==> src/rtl/divider_32_pkg.sv <==
// rtl/divider_32_pkg.sv - shared constants and state encoding for the 32-bit divider
package divider_32_pkg;

  localparam int WIDTH = 32;
  localparam int CNT_W = 5;

  // Number of restoring steps minus one; the counter runs from here down to 0.
  localparam logic [CNT_W-1:0] CNT_INIT = 5'd31;

  // Quotient reported when the divisor is zero.
  localparam logic [WIDTH-1:0] DIV_ZERO_QUOTIENT = 32'hFFFF_FFFF;

  typedef enum logic [1:0] {
    IDLE = 2'd0,
    RUN  = 2'd1,
    DONE = 2'd2
  } state_t;

endpackage

==> src/rtl/div_step_32.sv <==
// rtl/div_step_32.sv - one combinational restoring division step
module div_step_32
  import divider_32_pkg::*;
(
  input  logic [WIDTH-1:0] rem_in,
  input  logic [WIDTH-1:0] num_in,
  input  logic [WIDTH-1:0] den,
  output logic [WIDTH-1:0] rem_out,
  output logic [WIDTH-1:0] num_out
);

  logic [WIDTH:0] shifted;
  logic [WIDTH:0] trial;
  logic           borrow;

  // Shift the next dividend bit into the partial remainder, trial-subtract,
  // restore on borrow and shift the quotient bit into the vacated LSB.
  always_comb begin
    shifted = {rem_in, num_in[WIDTH-1]};
    trial   = shifted - {1'b0, den};
    borrow  = trial[WIDTH];
    rem_out = borrow ? shifted[WIDTH-1:0] : trial[WIDTH-1:0];
    num_out = {num_in[WIDTH-2:0], ~borrow};
  end

endmodule

==> src/rtl/divider_32.sv <==
// rtl/divider_32.sv - 32-bit restoring divider, optional signed mode via DIVIDER_32_SIGNED_EN
module divider_32
  import divider_32_pkg::*;
(
  input  logic        clk,
  input  logic        reset,
  input  logic        in_valid,
  output logic        in_ready,
  input  logic [31:0] dividend,
  input  logic [31:0] divisor,
  output logic        out_valid,
  input  logic        out_ready,
  output logic [31:0] quotient,
  output logic [31:0] remainder,
  output logic        div_by_zero,
  output logic        busy
);

  state_t             state_q;
  state_t             state_d;
  logic [CNT_W-1:0]   cnt_q;
  logic [WIDTH-1:0]   num_q;     // dividend shifting out, quotient shifting in
  logic [WIDTH-1:0]   rem_q;     // partial remainder
  logic [WIDTH-1:0]   den_q;
  logic               dz_q;      // current operation is a divide by zero
  logic [WIDTH-1:0]   quo_out_q;
  logic [WIDTH-1:0]   rem_out_q;
  logic               dz_out_q;

  logic [WIDTH-1:0]   step_num;
  logic [WIDTH-1:0]   step_rem;
  logic [WIDTH-1:0]   dividend_mag;
  logic [WIDTH-1:0]   divisor_mag;
  logic [WIDTH-1:0]   quo_fix;
  logic [WIDTH-1:0]   rem_fix;
  logic               accept;

  assign accept = (state_q == IDLE) && in_valid;

  div_step_32 u_step (
    .rem_in  (rem_q),
    .num_in  (num_q),
    .den     (den_q),
    .rem_out (step_rem),
    .num_out (step_num)
  );

`ifdef DIVIDER_32_SIGNED_EN
  logic q_neg_q;
  logic r_neg_q;

  // Work on magnitudes; the final step applies the signs in the same cycle.
  assign dividend_mag = dividend[31] ? (~dividend + 32'd1) : dividend;
  assign divisor_mag  = divisor[31]  ? (~divisor + 32'd1)  : divisor;
  assign quo_fix      = q_neg_q ? (~step_num + 32'd1) : step_num;
  assign rem_fix      = r_neg_q ? (~step_rem + 32'd1) : step_rem;

  // Capture result signs at accept: quotient negative when signs differ,
  // remainder follows the dividend.
  always_ff @(posedge clk) begin
    if (reset) begin
      q_neg_q <= 1'b0;
      r_neg_q <= 1'b0;
    end else if (accept) begin
      q_neg_q <= dividend[31] ^ divisor[31];
      r_neg_q <= dividend[31];
    end
  end
`else
  assign dividend_mag = dividend;
  assign divisor_mag  = divisor;
  assign quo_fix      = step_num;
  assign rem_fix      = step_rem;
`endif

  // State register.
  always_ff @(posedge clk) begin
    if (reset) state_q <= IDLE;
    else       state_q <= state_d;
  end

  // Next-state logic and handshake outputs.
  always_comb begin
    state_d   = state_q;
    in_ready  = 1'b0;
    out_valid = 1'b0;
    busy      = 1'b1;
    case (state_q)
      IDLE: begin
        in_ready = 1'b1;
        busy     = 1'b0;
        if (in_valid) state_d = RUN;
      end
      RUN: begin
        if (cnt_q == '0) state_d = DONE;
      end
      DONE: begin
        out_valid = 1'b1;
        if (out_ready) state_d = IDLE;
      end
      default: state_d = IDLE;
    endcase
  end

  // Datapath: load operands on accept, iterate in RUN, publish on the last step.
  // A zero divisor runs a single RUN cycle that just publishes the fixed result.
  always_ff @(posedge clk) begin
    if (reset) begin
      cnt_q     <= '0;
      num_q     <= '0;
      rem_q     <= '0;
      den_q     <= '0;
      dz_q      <= 1'b0;
      quo_out_q <= '0;
      rem_out_q <= '0;
      dz_out_q  <= 1'b0;
    end else begin
      case (state_q)
        IDLE: begin
          if (in_valid) begin
            rem_q <= '0;
            den_q <= divisor_mag;
            if (divisor == '0) begin
              dz_q  <= 1'b1;
              cnt_q <= '0;
              num_q <= dividend;
            end else begin
              dz_q  <= 1'b0;
              cnt_q <= CNT_INIT;
              num_q <= dividend_mag;
            end
          end
        end
        RUN: begin
          cnt_q <= cnt_q - 5'd1;
          num_q <= step_num;
          rem_q <= step_rem;
          if (cnt_q == '0) begin
            if (dz_q) begin
              quo_out_q <= DIV_ZERO_QUOTIENT;
              rem_out_q <= num_q;
              dz_out_q  <= 1'b1;
            end else begin
              quo_out_q <= quo_fix;
              rem_out_q <= rem_fix;
              dz_out_q  <= 1'b0;
            end
          end
        end
        default: ;
      endcase
    end
  end

  assign quotient    = quo_out_q;
  assign remainder   = rem_out_q;
  assign div_by_zero = dz_out_q;

endmodule
==> config.mk <==
export PLATFORM = sky130hd
export DESIGN_NAME = divider_32
export DESIGN_NICKNAME = d
export VERILOG_FILES = /design/src/rtl/divider_32_pkg.sv /design/src/rtl/div_step_32.sv /design/src/rtl/divider_32.sv
export SDC_FILE = /design/constraint.sdc
export NUM_CORES = 1
export LEC_CHECK = 0
export CAP_MARGIN = 20
export CORE_MARGIN = 5
export CORE_UTILIZATION = 55
export CTS_CLUSTER_SIZE = 24
export DETAILED_ROUTE_END_ITERATION = 16
export PLACE_DENSITY = 0.85
export REMOVE_ABC_BUFFERS = 1
export SKIP_CTS_REPAIR_TIMING = 1
export SLEW_MARGIN = 20
export SYNTH_ARGS = -nofsm -noshare
export SYNTH_HDL_FRONTEND = slang
export SYNTH_SLANG_ARGS = --single-unit
==> constraint.sdc <==
create_clock -name clk -period 5.8 [get_ports clk]
set_input_delay 1.16 -clock clk [delete_from_list [all_inputs] [get_ports clk]]
set_output_delay 1.16 -clock clk [all_outputs]
set_load 0.03 [all_outputs]
==> flow_metrics.env <==
export IMPL_status="finished clean"
export IMPL_layout_nets=1306
export IMPL_filler_cell_count=1365
export IMPL_cts_tree="built"
export IMPL_routed_via_count=8465
export IMPL_multiInputGateArea_mm2=0.00490
export IMPL_synthesis_yosys_warnings=0
export IMPL_start_util=0.556
export IMPL_synth_largest_type_area_fraction=0.386
export IMPL_crit_fanout=22
export IMPL_setup_worst_path_class="flip-flop to flip-flop"
export IMPL_hold_viol_final=0
export IMPL_ys_seq_elements=169
export IMPL_num_antenna_cells=0
export IMPL_areaGrowthSynthToFinish_pct=22.8
export IMPL_power_per_cell_area_mw_per_mm2=552
export IMPL_clock_sinks=169
export IMPL_placement_io_buffers=135
export IMPL_synthArstFlopShare=0
export IMPL_place_gp_congestion=0.911
export IMPL_slew_headroom=0.434
export IMPL_syn_area_mm2=0.00878
export IMPL_netlist_cell_type_count=59
export IMPL_timing_hold_ws_ns=0.453
export IMPL_tritoncts_buffers=17
export IMPL_htreeDepth=4
export IMPL_grt_overflow_total=0
export IMPL_power_frac_seq=0.253
export IMPL_power_switching_share=0.429
export IMPL_fp_dieArea_mm2=0.0186
export IMPL_cts_root_buffer="clkbuf_16"
export IMPL_ir_worst_vdd_mv=0.359
export IMPL_drt_pre_antenna_iters=6
export IMPL_worst_clock_skew_ns=0.00962
export IMPL_maxCapViolations=0
export IMPL_worstSkewPairLatency_ns=0.44
export IMPL_total_track_usage=0.261
export IMPL_layout_area_seq_mm2=0.00338
export IMPL_post_synth_cell_area_avg_um2=7.77
export IMPL_post_synth_inst_count=1129
export IMPL_hpwl_um=16900
export IMPL_final_cycle_utilization_of_the_critical_path=0.733
export IMPL_worst_r2r_startpoint="num_q[31]"
export IMPL_r2r_end="remainder[5]"
export IMPL_post_route_min_period_ns=4.25
export IMPL_fp_row_count=46
export IMPL_grt_setup_unrepaired="false"
export IMPL_final_core_utilization=0.683
export IMPL_synth_edff_count=0
export IMPL_static_leakage_power_nw=4.31
export IMPL_worst_hold_path_type="flip-flop to flip-flop"
export IMPL_layout_common_cells="nand2_1 (205), dfxtp_1 (168), clkdlybuf4s50_1 (134)"
export IMPL_mostFrequentLayoutCell="nand2_1"
export IMPL_slew_violations=0
export IMPL_reg2reg_depth=15
export IMPL_drt_drc_violations_left=0
export IMPL_number_of_drc_violations_after_detailed_routing_iteration_0=980
export IMPL_share_comb_of_total_power=0.545
export IMPL_synth_top_flop_cell="dfxtp_1"
export IMPL_finalSetupViolCount=0
export IMPL_rrSetupSlack_ns=1.55
export IMPL_timing_critical_path_arrival_ns=4.59
export IMPL_startpoint_type="flip-flop"
export IMPL_cp_required_ns=6.13
export IMPL_final_layout_size_suffix_gt1_frac=0.0485
export IMPL_internal_power_w=0.00339
export IMPL_timing_worst_slew_pin_value_ns=0.847
export IMPL_share_clk_of_total_power=0.202
export IMPL_endpoint="remainder[5]"
export IMPL_grt_max_degree=77
export IMPL_synth_yosys_seq_area_share=0.386
export IMPL_buffer_levels_on_the_longest_clock_path=2
export IMPL_grt_pass1_wl_um=38900
export IMPL_detail_route_wl_per_cell_um=17.0
export IMPL_switching_power_w=0.00255
export IMPL_critical_path_startpoint="num_q[31]"
export IMPL_initial_antenna_violation_count=0
export IMPL_worstHoldPathCells=2
export IMPL_grt_pass1_vias=7581
export IMPL_largest_area_contributor_in_the_netlist="dfxtp_1"
export IMPL_detail_route_vias_per_cell=5.91
export IMPL_routed_wirelength_um=24400
export IMPL_dieHeight_um=136
export IMPL_drt_antenna_violating_nets=0
export IMPL_totalNegativeSetupSlack_ns=0
export IMPL_endpoint_kind="flip-flop"
export IMPL_max_freq_mhz=235
export IMPL_floorplan_io_pins=136
export IMPL_chip_width_um=136
export IMPL_clk_pin_slew_worst_paths_ns=0.07
export IMPL_synth_area_leaders="dfxtp_1 (39%), nand2_1 (8.9%), ha_1 (4.8%)"
export IMPL_fp_coreArea_mm2=0.0158
==> through the flow <==
step	setup slack (ns)	total power (W)	cells	cell area [µm²]
floorplan	1.46	0.00385	1037	8410
global placement	1.66	0.00462	1399	10100
detailed placement	1.51	0.00467	1399	10100
CTS	1.45	0.00588	1431	10800
global route	1.32	0.00635	1432	10800
finish	1.55	0.00595	1432	10800
==> power groups by stage <==
| stage | clock (W) | combinational (W) | sequential, W |
|---|---|---|---|
| after floorplan | 0 | 0.00230 | 0.00155 |
| after global placement | 0 | 0.00310 | 0.00152 |
| after detailed placement | 0 | 0.00315 | 0.00152 |
| after CTS | 0.00121 | 0.00317 | 0.00150 |
| after global routing | 0.00126 | 0.00357 | 0.00152 |
| final | 0.00120 | 0.00324 | 0.00150 |
==> state kept, by name, summed over array words and instances (netlist names) <==
register	count
rem_q	32
remainder	32
dz_q	1
div_by_zero	1
state_q	2
den_q	32
num_q	32
cnt_q	5
quotient	32
==> worst min path at each step <==
stage / slack [ns] / from / to
detailed placement: 0.45 / den_q[12] / den_q[12]
global route: 0.47 / den_q[11] / den_q[11]
finish: 0.45 / den_q[25] / den_q[25]
floorplan: 0.43 / den_q[10] / den_q[10]
CTS: 0.46 / den_q[18] / den_q[18]
global placement: 0.44 / den_q[25] / den_q[25]
==> kinds of logic (layout without fill, tap and decap cells) <==
family | count (synthesis) | in the layout | share of synthesized area
AND/OR/NAND/NOR | 449 | 449 | 0.221
buffers and inverters | 132 | 219 | 0.0589
adder cells (fa/ha/maj) | 35 | 35 | 0.0508
multiplexers | 28 | 28 | 0.0322
flip-flops | 169 | 169 | 0.386
AO/OA/AOI/OAI | 287 | 287 | 0.222
XOR/XNOR | 29 | 29 | 0.0298
==> critical path, cell delays in order (launching register included) <==
cell and delay [ns]:
dfxtp_1 0.40, inv_1 0.06, ha_1 0.22, fa_1 0.40, nor2b_1 0.19, o31a_1 0.21
o21ai_1 0.10, o21a_1 0.22, o21a_1 0.28, o311ai_4 0.37, xor2_4 0.65, buf_8 0.25
buf_4 0.22, mux2i_1 0.27, nand2_1 0.09, a32o_1 0.22
==> per-layer routing <==
layer | share of wire | vias up | wire length [µm] | GRT usage
met5 | 0 | - | 0 | 0
met4 | 0.022 | 0 | 527 | 0.0879
met3 | 0.084 | 37 | 2040 | 0.0489
met2 | 0.45 | 364 | 10900 | 0.395
met1 | 0.45 | 3940 | 11000 | 0.375
li1 | - | 4124 | - | -
==> layout make-up <==
cell class	count	area share
clock inverter	14	0.0172
clock buffer	18	0.0408
multi-input combinational	828	0.455
sequential	169	0.314
inverter	40	0.0139
timing repair buffer	147	0.134
tap	216	0.0251
==> cell usage after synthesis, drive strengths merged, types with 2 or more instances <==
| library cell | count |
|---|---|
| nand2 | 207 |
| dfxtp | 169 |
| nor2 | 100 |
| a21oi | 81 |
| clkbuf | 76 |
| nor3 | 75 |
| o21ai | 67 |
| inv | 39 |
| a311oi | 35 |
| ha | 34 |
| mux2i | 26 |
| o211a | 17 |
| xnor2 | 17 |
| a32o | 16 |
| buf | 16 |
| o21a | 14 |
| a21o | 13 |
| nand4 | 13 |
| a31oi | 12 |
| xor2 | 12 |
| nand3 | 11 |
| nor2b | 9 |
| nor4 | 9 |
| nand2b | 8 |
| or3 | 8 |
| a211o | 5 |
| a2111oi | 3 |
| a22o | 3 |
| and2 | 3 |
| o211ai | 3 |
| a31o | 2 |
| and3 | 2 |
| mux2 | 2 |
| o2111ai | 2 |
| o221ai | 2 |
| o31a | 2 |
(Power assumes the default switching activity.)
